**src/rtl/force_release_pkg.sv**
```systemverilog
// Shared types and helpers for the force/release register block.
package force_release_pkg;

    typedef enum logic {
        ST_NORMAL = 1'b0,
        ST_FORCED = 1'b1
    } fr_state_t;

    localparam int MODE_HOLD    = 0;
    localparam int MODE_RESTORE = 1;

    // Width of a counter that must represent 0..n; callers only instantiate it for n > 0.
    function automatic int timer_width(input int n);
        return (n > 0) ? $clog2(n + 1) : 1;
    endfunction

endpackage

```
**src/rtl/force_release_chan.sv**
```systemverilog
// One channel: NORMAL/FORCED FSM, shadow of the last loaded value and optional auto-release timer.
module force_release_chan
    import force_release_pkg::*;
#(
    parameter int               WIDTH         = 8,
    parameter logic [WIDTH-1:0] RESET_VAL     = '0,
    parameter int               RELEASE_MODE  = MODE_HOLD,
    parameter int               FORCE_TIMEOUT = 0
) (
    input  logic             clk,
    input  logic             srst,
    input  logic             load,
    input  logic [WIDTH-1:0] data_in,
    input  logic             force_clr,
    input  logic             force_set,
    input  logic             force_val,
    input  logic [WIDTH-1:0] force_data,
    input  logic             release_in,
    output logic [WIDTH-1:0] state,
    output logic             forced,
    output logic             expired
);

    fr_state_t        fsm_q, fsm_d;
    logic [WIDTH-1:0] state_q, state_d;
    logic [WIDTH-1:0] shadow_q, shadow_d;
    logic             expired_q, expired_d;
    logic             any_force;
    logic [WIDTH-1:0] force_value;
    logic             timeout_hit;

    assign any_force   = force_clr | force_set | force_val;
    assign force_value = force_clr ? '0 : (force_set ? '1 : force_data);

    generate
        if (FORCE_TIMEOUT > 0) begin : g_timer
            localparam int             TW   = timer_width(FORCE_TIMEOUT);
            localparam logic [TW-1:0]  LAST = TW'(FORCE_TIMEOUT - 1);

            logic [TW-1:0] timer_q, timer_d;

            // Timer holds the number of forced cycles already completed; saturates at all-ones.
            always_comb begin
                timer_d = timer_q;
                if (any_force || fsm_q != ST_FORCED) begin
                    timer_d = '0;
                end else if (timer_q != '1) begin
                    timer_d = timer_q + 1'b1;
                end
            end

            always_ff @(posedge clk) begin
                if (srst) begin
                    timer_q <= '0;
                end else begin
                    timer_q <= timer_d;
                end
            end

            assign timeout_hit = (fsm_q == ST_FORCED) && (timer_q == LAST);
        end else begin : g_no_timer
            assign timeout_hit = 1'b0;
        end
    endgenerate

    always_comb begin
        fsm_d     = fsm_q;
        state_d   = state_q;
        shadow_d  = shadow_q;
        expired_d = 1'b0;
        if (load) begin
            shadow_d = data_in;
        end
        if (any_force) begin
            fsm_d   = ST_FORCED;
            state_d = force_value;
        end else if (fsm_q == ST_FORCED) begin
            if (release_in || timeout_hit) begin
                fsm_d     = ST_NORMAL;
                expired_d = ~release_in;
                if (RELEASE_MODE == MODE_RESTORE) begin
                    state_d = load ? data_in : shadow_q;
                end
            end
        end else if (load) begin
            state_d = data_in;
        end
    end

    always_ff @(posedge clk) begin
        if (srst) begin
            fsm_q     <= ST_NORMAL;
            state_q   <= RESET_VAL;
            shadow_q  <= RESET_VAL;
            expired_q <= 1'b0;
        end else begin
            fsm_q     <= fsm_d;
            state_q   <= state_d;
            shadow_q  <= shadow_d;
            expired_q <= expired_d;
        end
    end

    assign state   = state_q;
    assign forced  = (fsm_q == ST_FORCED);
    assign expired = expired_q;

endmodule

```
**src/rtl/force_release_reg.sv**
```systemverilog
// NCH independent force/release registers; the top only slices the buses per channel.
module force_release_reg
    import force_release_pkg::*;
#(
    parameter int               NCH           = 4,
    parameter int               WIDTH         = 8,
    parameter logic [WIDTH-1:0] RESET_VAL     = '0,
    parameter int               RELEASE_MODE  = MODE_HOLD,
    parameter int               FORCE_TIMEOUT = 0
) (
    input  logic                 CLOCK,
    input  logic                 RST,
    input  logic [NCH-1:0]       LOAD,
    input  logic [NCH*WIDTH-1:0] DATA_IN,
    input  logic [NCH-1:0]       FORCE_CLR,
    input  logic [NCH-1:0]       FORCE_SET,
    input  logic [NCH-1:0]       FORCE_VAL,
    input  logic [NCH*WIDTH-1:0] FORCE_DATA,
    input  logic [NCH-1:0]       RELEASE,
    output logic [NCH*WIDTH-1:0] STATE,
    output logic [NCH-1:0]       FORCED,
    output logic [NCH-1:0]       EXPIRED
);

    generate
        for (genvar gi = 0; gi < NCH; gi++) begin : g_chan
            force_release_chan #(
                .WIDTH         (WIDTH),
                .RESET_VAL     (RESET_VAL),
                .RELEASE_MODE  (RELEASE_MODE),
                .FORCE_TIMEOUT (FORCE_TIMEOUT)
            ) u_chan (
                .clk        (CLOCK),
                .srst       (RST),
                .load       (LOAD[gi]),
                .data_in    (DATA_IN[gi*WIDTH +: WIDTH]),
                .force_clr  (FORCE_CLR[gi]),
                .force_set  (FORCE_SET[gi]),
                .force_val  (FORCE_VAL[gi]),
                .force_data (FORCE_DATA[gi*WIDTH +: WIDTH]),
                .release_in (RELEASE[gi]),
                .state      (STATE[gi*WIDTH +: WIDTH]),
                .forced     (FORCED[gi]),
                .expired    (EXPIRED[gi])
            );
        end
    endgenerate

endmodule

```
**config.mk**
```make
export PLATFORM = sky130hd
export DESIGN_NAME = force_release_reg
export DESIGN_NICKNAME = d
export VERILOG_FILES = /design/src/rtl/force_release_pkg.sv /design/src/rtl/force_release_chan.sv /design/src/rtl/force_release_reg.sv
export SDC_FILE = /design/constraint.sdc
export NUM_CORES = 1
export LEC_CHECK = 0
export CAP_MARGIN = 25
export CELL_PAD_IN_SITES_DETAIL_PLACEMENT = 0
export CELL_PAD_IN_SITES_GLOBAL_PLACEMENT = 1
export CORE_MARGIN = 5
export CORE_UTILIZATION = 28
export CTS_CLUSTER_DIAMETER = 40
export DETAILED_ROUTE_END_ITERATION = 10
export GPL_TIMING_DRIVEN = 0
export PLACE_DENSITY_LB_ADDON = 0.2
export SYNTH_ARGS = -nofsm -noshare
export SYNTH_HDL_FRONTEND = slang
export SYNTH_SLANG_ARGS = --single-unit
export TNS_END_PERCENT = 1
```
**constraint.sdc**
```tcl
create_clock -name CLOCK -period 2.2 [get_ports CLOCK]
set_input_delay 0.44 -clock CLOCK [delete_from_list [all_inputs] [get_ports CLOCK]]
set_output_delay 0.44 -clock CLOCK [all_outputs]
set_load 0.05 [all_outputs]
```
# Word-level counts from Yosys, hierarchy flattened
# Index checks and enable logic that the tools add are counted.
# totals
reg_bits,40
out_inout_bits,40
# op_classes
mux,32
n_bitwise,16
eq_ne,4
reduce_logical,12
# op_table
cell,n
8-bit 2-to-1 mux,20
4-bit OR reduction,4
1-bit 2-to-1 mux,12
2-bit != test (second input constant),4
1-bit inverter,8
1-bit OR,8
2-bit AND reduction,4
2-bit nonzero test,4

# Depth between registers and ports, before layout
# Gate-level depths: netlist of run 1.
# logic_depth
ltp_word,4
depth_mapped,6

# Modules after synthesis
# From an unflattened synthesis of run 1, not the netlist that was laid out.
# hier_totals
cells_unflattened,192
hier_area_um2,1981.9
# by_module_without_submodules
module,cells_per_inst,n_inst,seq_area_each_um2,area_each_um2
force_release_chan,48,4,200.2,495.5

# Worst setup path after synthesis of run 1
# Ideal clock, no wire load.
# synth_timing
path_kind,input port to flip-flop
from,in FORCE_SET[0]
to,reg g_chan[0].u_chan.state_q[3]
path_slack_ns,0.599
cell_stages,6
n_path_buf,3
setup_ns,0.073
required_ns,2.127
arrival_time_ns,1.528
path_cell_list,buf_2 > or3_1 > buf_6 > buf_6 > o22a_1 > nor3_2
# synth_between
elab_chain_len,4
elab_cells_between_ends,8
# synth_lines
element,line,rtl
"start, declared",force_release_reg.sv:16,"input logic [NCH-1:0] FORCE_SET,"
1-bit OR (2 in series),force_release_chan.sv:32,assign any_force = force_clr | force_set | force_val;
2-bit != test (no line) or 2-bit nonzero test (tied branches),--,
2-bit AND reduction (no line),--,
"end signal, assigned",force_release_chan.sv:98,state_q <= state_d;
"end, declared",force_release_chan.sv:25,"logic [WIDTH-1:0] state_q, state_d;"
# Parallel ways exist; a longest one is shown, timed or not.
# A chain may end at the register's enable or synchronous reset.

# Worst setup path in the final report of run 1
# layout_timing
from,reg g_chan[1].u_chan.fsm_q
to,out FORCED[1]
# layout_lines
element,line,rtl
"start, declared",force_release_chan.sv:24,"fr_state_t fsm_q, fsm_d;"
"start signal, assigned",force_release_chan.sv:97,fsm_q <= fsm_d;
"end, declared",force_release_reg.sv:21,"output logic [NCH-1:0] FORCED,"
# No word-level cell between the ends.

==> results of run 1 <==
-- sequential cells by signal, indices dropped and copies added, names as in the netlist --
name / cells
g_chan.u_chan.expired: 4
g_chan.u_chan.state: 32
g_chan.u_chan.forced: 4
-- repair_timing --
action / CTS / global route
resized for setup: 1 / 0
hold endpoints to repair: 0 / 0
setup endpoints to repair: 1 / 0
-- worst paths after layout --
kind / from / slack [ps] / endpoint
hold / removal: FORCE_CLR[3] / 460 / g_chan[3].u_chan.state[3]$_SDFFE_PP0P_
setup reg to reg: g_chan[3].u_chan.forced$_SDFF_PP0_ / 650 / g_chan[3].u_chan.state[6]$_SDFFE_PP0P_
hold reg to reg: g_chan[2].u_chan.state[1]$_SDFFE_PP0P_ / 510 / g_chan[2].u_chan.state[1]$_SDFFE_PP0P_
setup / recovery: g_chan[1].u_chan.forced$_SDFF_PP0_ / 250 / FORCED[1]
-- placed cells by master (no fill, tap or decap), types with 5 or more instances in the layout --
cell / synthesis / final
nor3_1: 55 / 55
or3_1: 5 / 5
buf_2: 5 / 5
nor3b_1: 29 / 29
clkbuf_8: 0 / 6
dfxtp_1: 40 / 40
a21oi_1: 34 / 34
buf_4: 8 / 8
clkdlybuf4s50_1: 0 / 113
o22a_1: 29 / 29
clkbuf_1: 12 / 14
nor2b_1: 5 / 5
inv_1: 5 / 5
buf_6: 9 / 9
-- critical path, stage by stage (launching register included) --
cell and delay (ps):
dfxtp_1 330, buf_4 100, clkdlybuf4s50_1 800
-- per-layer routing --
metal	wire (µm)	GRT usage, %	vias up
li1	-	-	1187
met1	3350	19.0	1054
met2	3110	22.0	84
met3	544	5.57	6
met4	40	2.56	0
met5	0	0	-
-- layout make-up --
cell class                      count  area [µm²]  share of cell area (%)
Multi-Input combinational cell    178        1120                    31.6
Timing Repair Buffer              114        1140                    32.2
Inverter                            5        18.8                   0.530
Clock buffer                        8        90.1                    2.54
Buffer                             38         246                    6.96
Tap cell                          102         128                    3.60
Sequential cell                    40         801                    22.6
-- stage by stage --
stage	util [%]	hold WS (ps)
after global placement	45.2	489
final	46.3	460
after detailed placement	45.2	498
after CTS	46.3	443
after global routing	46.3	462
after floorplan	-	583
-- power breakdown --
group          internal, mW  switching [mW]  leakage [nW]  total (mW)
clock network         0.256           0.239        0.0455       0.495
logic                 0.309           0.344         0.868       0.653
registers             0.772          0.0249         0.332       0.797
-- kinds of logic (layout without fill, tap and decap cells) --
kind of cell / Yosys count / after routing / share of synthesized area [%]
flip-flops: 40 / 40 / 36.8
AO/OA/AOI/OAI: 69 / 69 / 21.9
AND/OR/NAND/NOR: 105 / 105 / 28.9
other: 1 / 4 / 0.173
buffers and inverters: 43 / 165 / 12.2
==> flow_summary.toml, run 1 <==
[status]
status = "finished, final reports clean"

[critical_path]
setup.worst_path.end_class = "output pin"
reg2reg_depth = 4
crit_type = "register to output pin"
cp-start-kind = "register"
required_ps = 1760
crit_fanout = 2
crit_arrival_ps = 1510

[placed_design]
port_buffers = 114
post_dp_cell_area_um2 = 3450
dp_cells = 477
pre_cts_slack_ps = 103
place_congestion = 0.772
dpl.hpwl_um = 5360

[clock_tree]
cts_inserted_buffers = 5
clk_path_buf_depth = 2
ctsHtreeMaxLevel = 2
clock-sinks = 40
clk_latency_ps = 280
clkSlewWorstSetupHoldPaths_ps = 70
cts_tree = "yes"
root_buffer = "clkbuf_8"
cts.hold.buffers_added = 0
cts_setup_buffers = 0

[floorplanning]
io_pins = 126
start_util_pct = 28.4
num_rows = 32
die_x_um = 98.1
die-area_um2 = 9620
core-area_um2 = 7650
die_h_um = 98.1

[global_route]
overflow = 0
grt_max_degree = 12
grtUsageTotal_pct = 14.2
first_global_vias = 2360
grt_pass1_wl_um = 11400
grt_antenna_before_repair = 0

[timing]
hold_violations = 0
fmax_mhz = 512
relSlewSlack_pct = 59.5
layout_min_cycle_time_ps = 1950
report.final.slew_viol_count = 0
fin_skew_ps = 5.84
finalSetupTns_ps = 0
rsz0062_at_grt = "no"
min_period_over_period_pct = 88.9
fin_ws_ps = 245
tightest_slew_ps = 608
setup_violations = 0

[pwr]
p_leak_nw = 1.25
power.density_nw_per_um2 = 549
power_mw = 1.94
ir_drop_mv = 0.224

[synthesis]
synth.top_cell.area_share_pct = 36.8
yosys_most_used_dff = "dfxtp_1"
synth_area_leader_cell = "dfxtp_1"
syn_inst = 258
ys_seq_area_share_pct = 36.8
avgSynthCellArea_um2 = 8.42
synth-edff-count = 0
yosys-top-cells-area = "dfxtp_1 37%, nor3_1 13%, o22a_1 12%, nor3b_1 10%, a21oi_1 7.8%"
ys_async_sr_fraction_pct = 0
syn-cell-area_um2 = 2170
synth_common_cells = "55 x nor3_1, 40 x dfxtp_1, 34 x a21oi_1, 29 x nor3b_1, 29 x o22a_1"
yosysWarnings = 0
yosysMostFrequentCell = "nor3_1"
synth-seq-cells = 40
synth_cell_types = 22

[final_layout]
n_fill_cell = 772
drive_gt1_share_pct = 8.36
nNetsFinal = 468
stdcell_area_um2 = 3540
antenna_cells = 0
final_cells = 485
area_growth_pct = 63.0

[hold_path]
worstHoldPathCells = 2
worstHoldPathType = "input port to register"

[detailed_routing]
ant_nets = 0
first_pass_iters = 4
num_vias = 2331
routed_wl_um = 7050
drc = 0
wire_per_inst_um = 14.5
drtIter0Drc = 49
vias_per_cell = 4.81

[run]
max_cap_violations = 0
No activity file was read; power rests on OpenSTA's default activity.
==> run 2: changes to the inputs <==
--- a/config.mk
+++ b/config.mk
@@ -14,6 +14,7 @@
 export DETAILED_ROUTE_END_ITERATION = 10
 export GPL_TIMING_DRIVEN = 0
 export PLACE_DENSITY_LB_ADDON = 0.2
+export SKIP_LAST_GASP = 1
 export SYNTH_ARGS = -nofsm -noshare
 export SYNTH_HDL_FRONTEND = slang
 export SYNTH_SLANG_ARGS = --single-unit
==> results of run 2 <==
The final DEF is identical to that of run 1; final timing and power are the same.
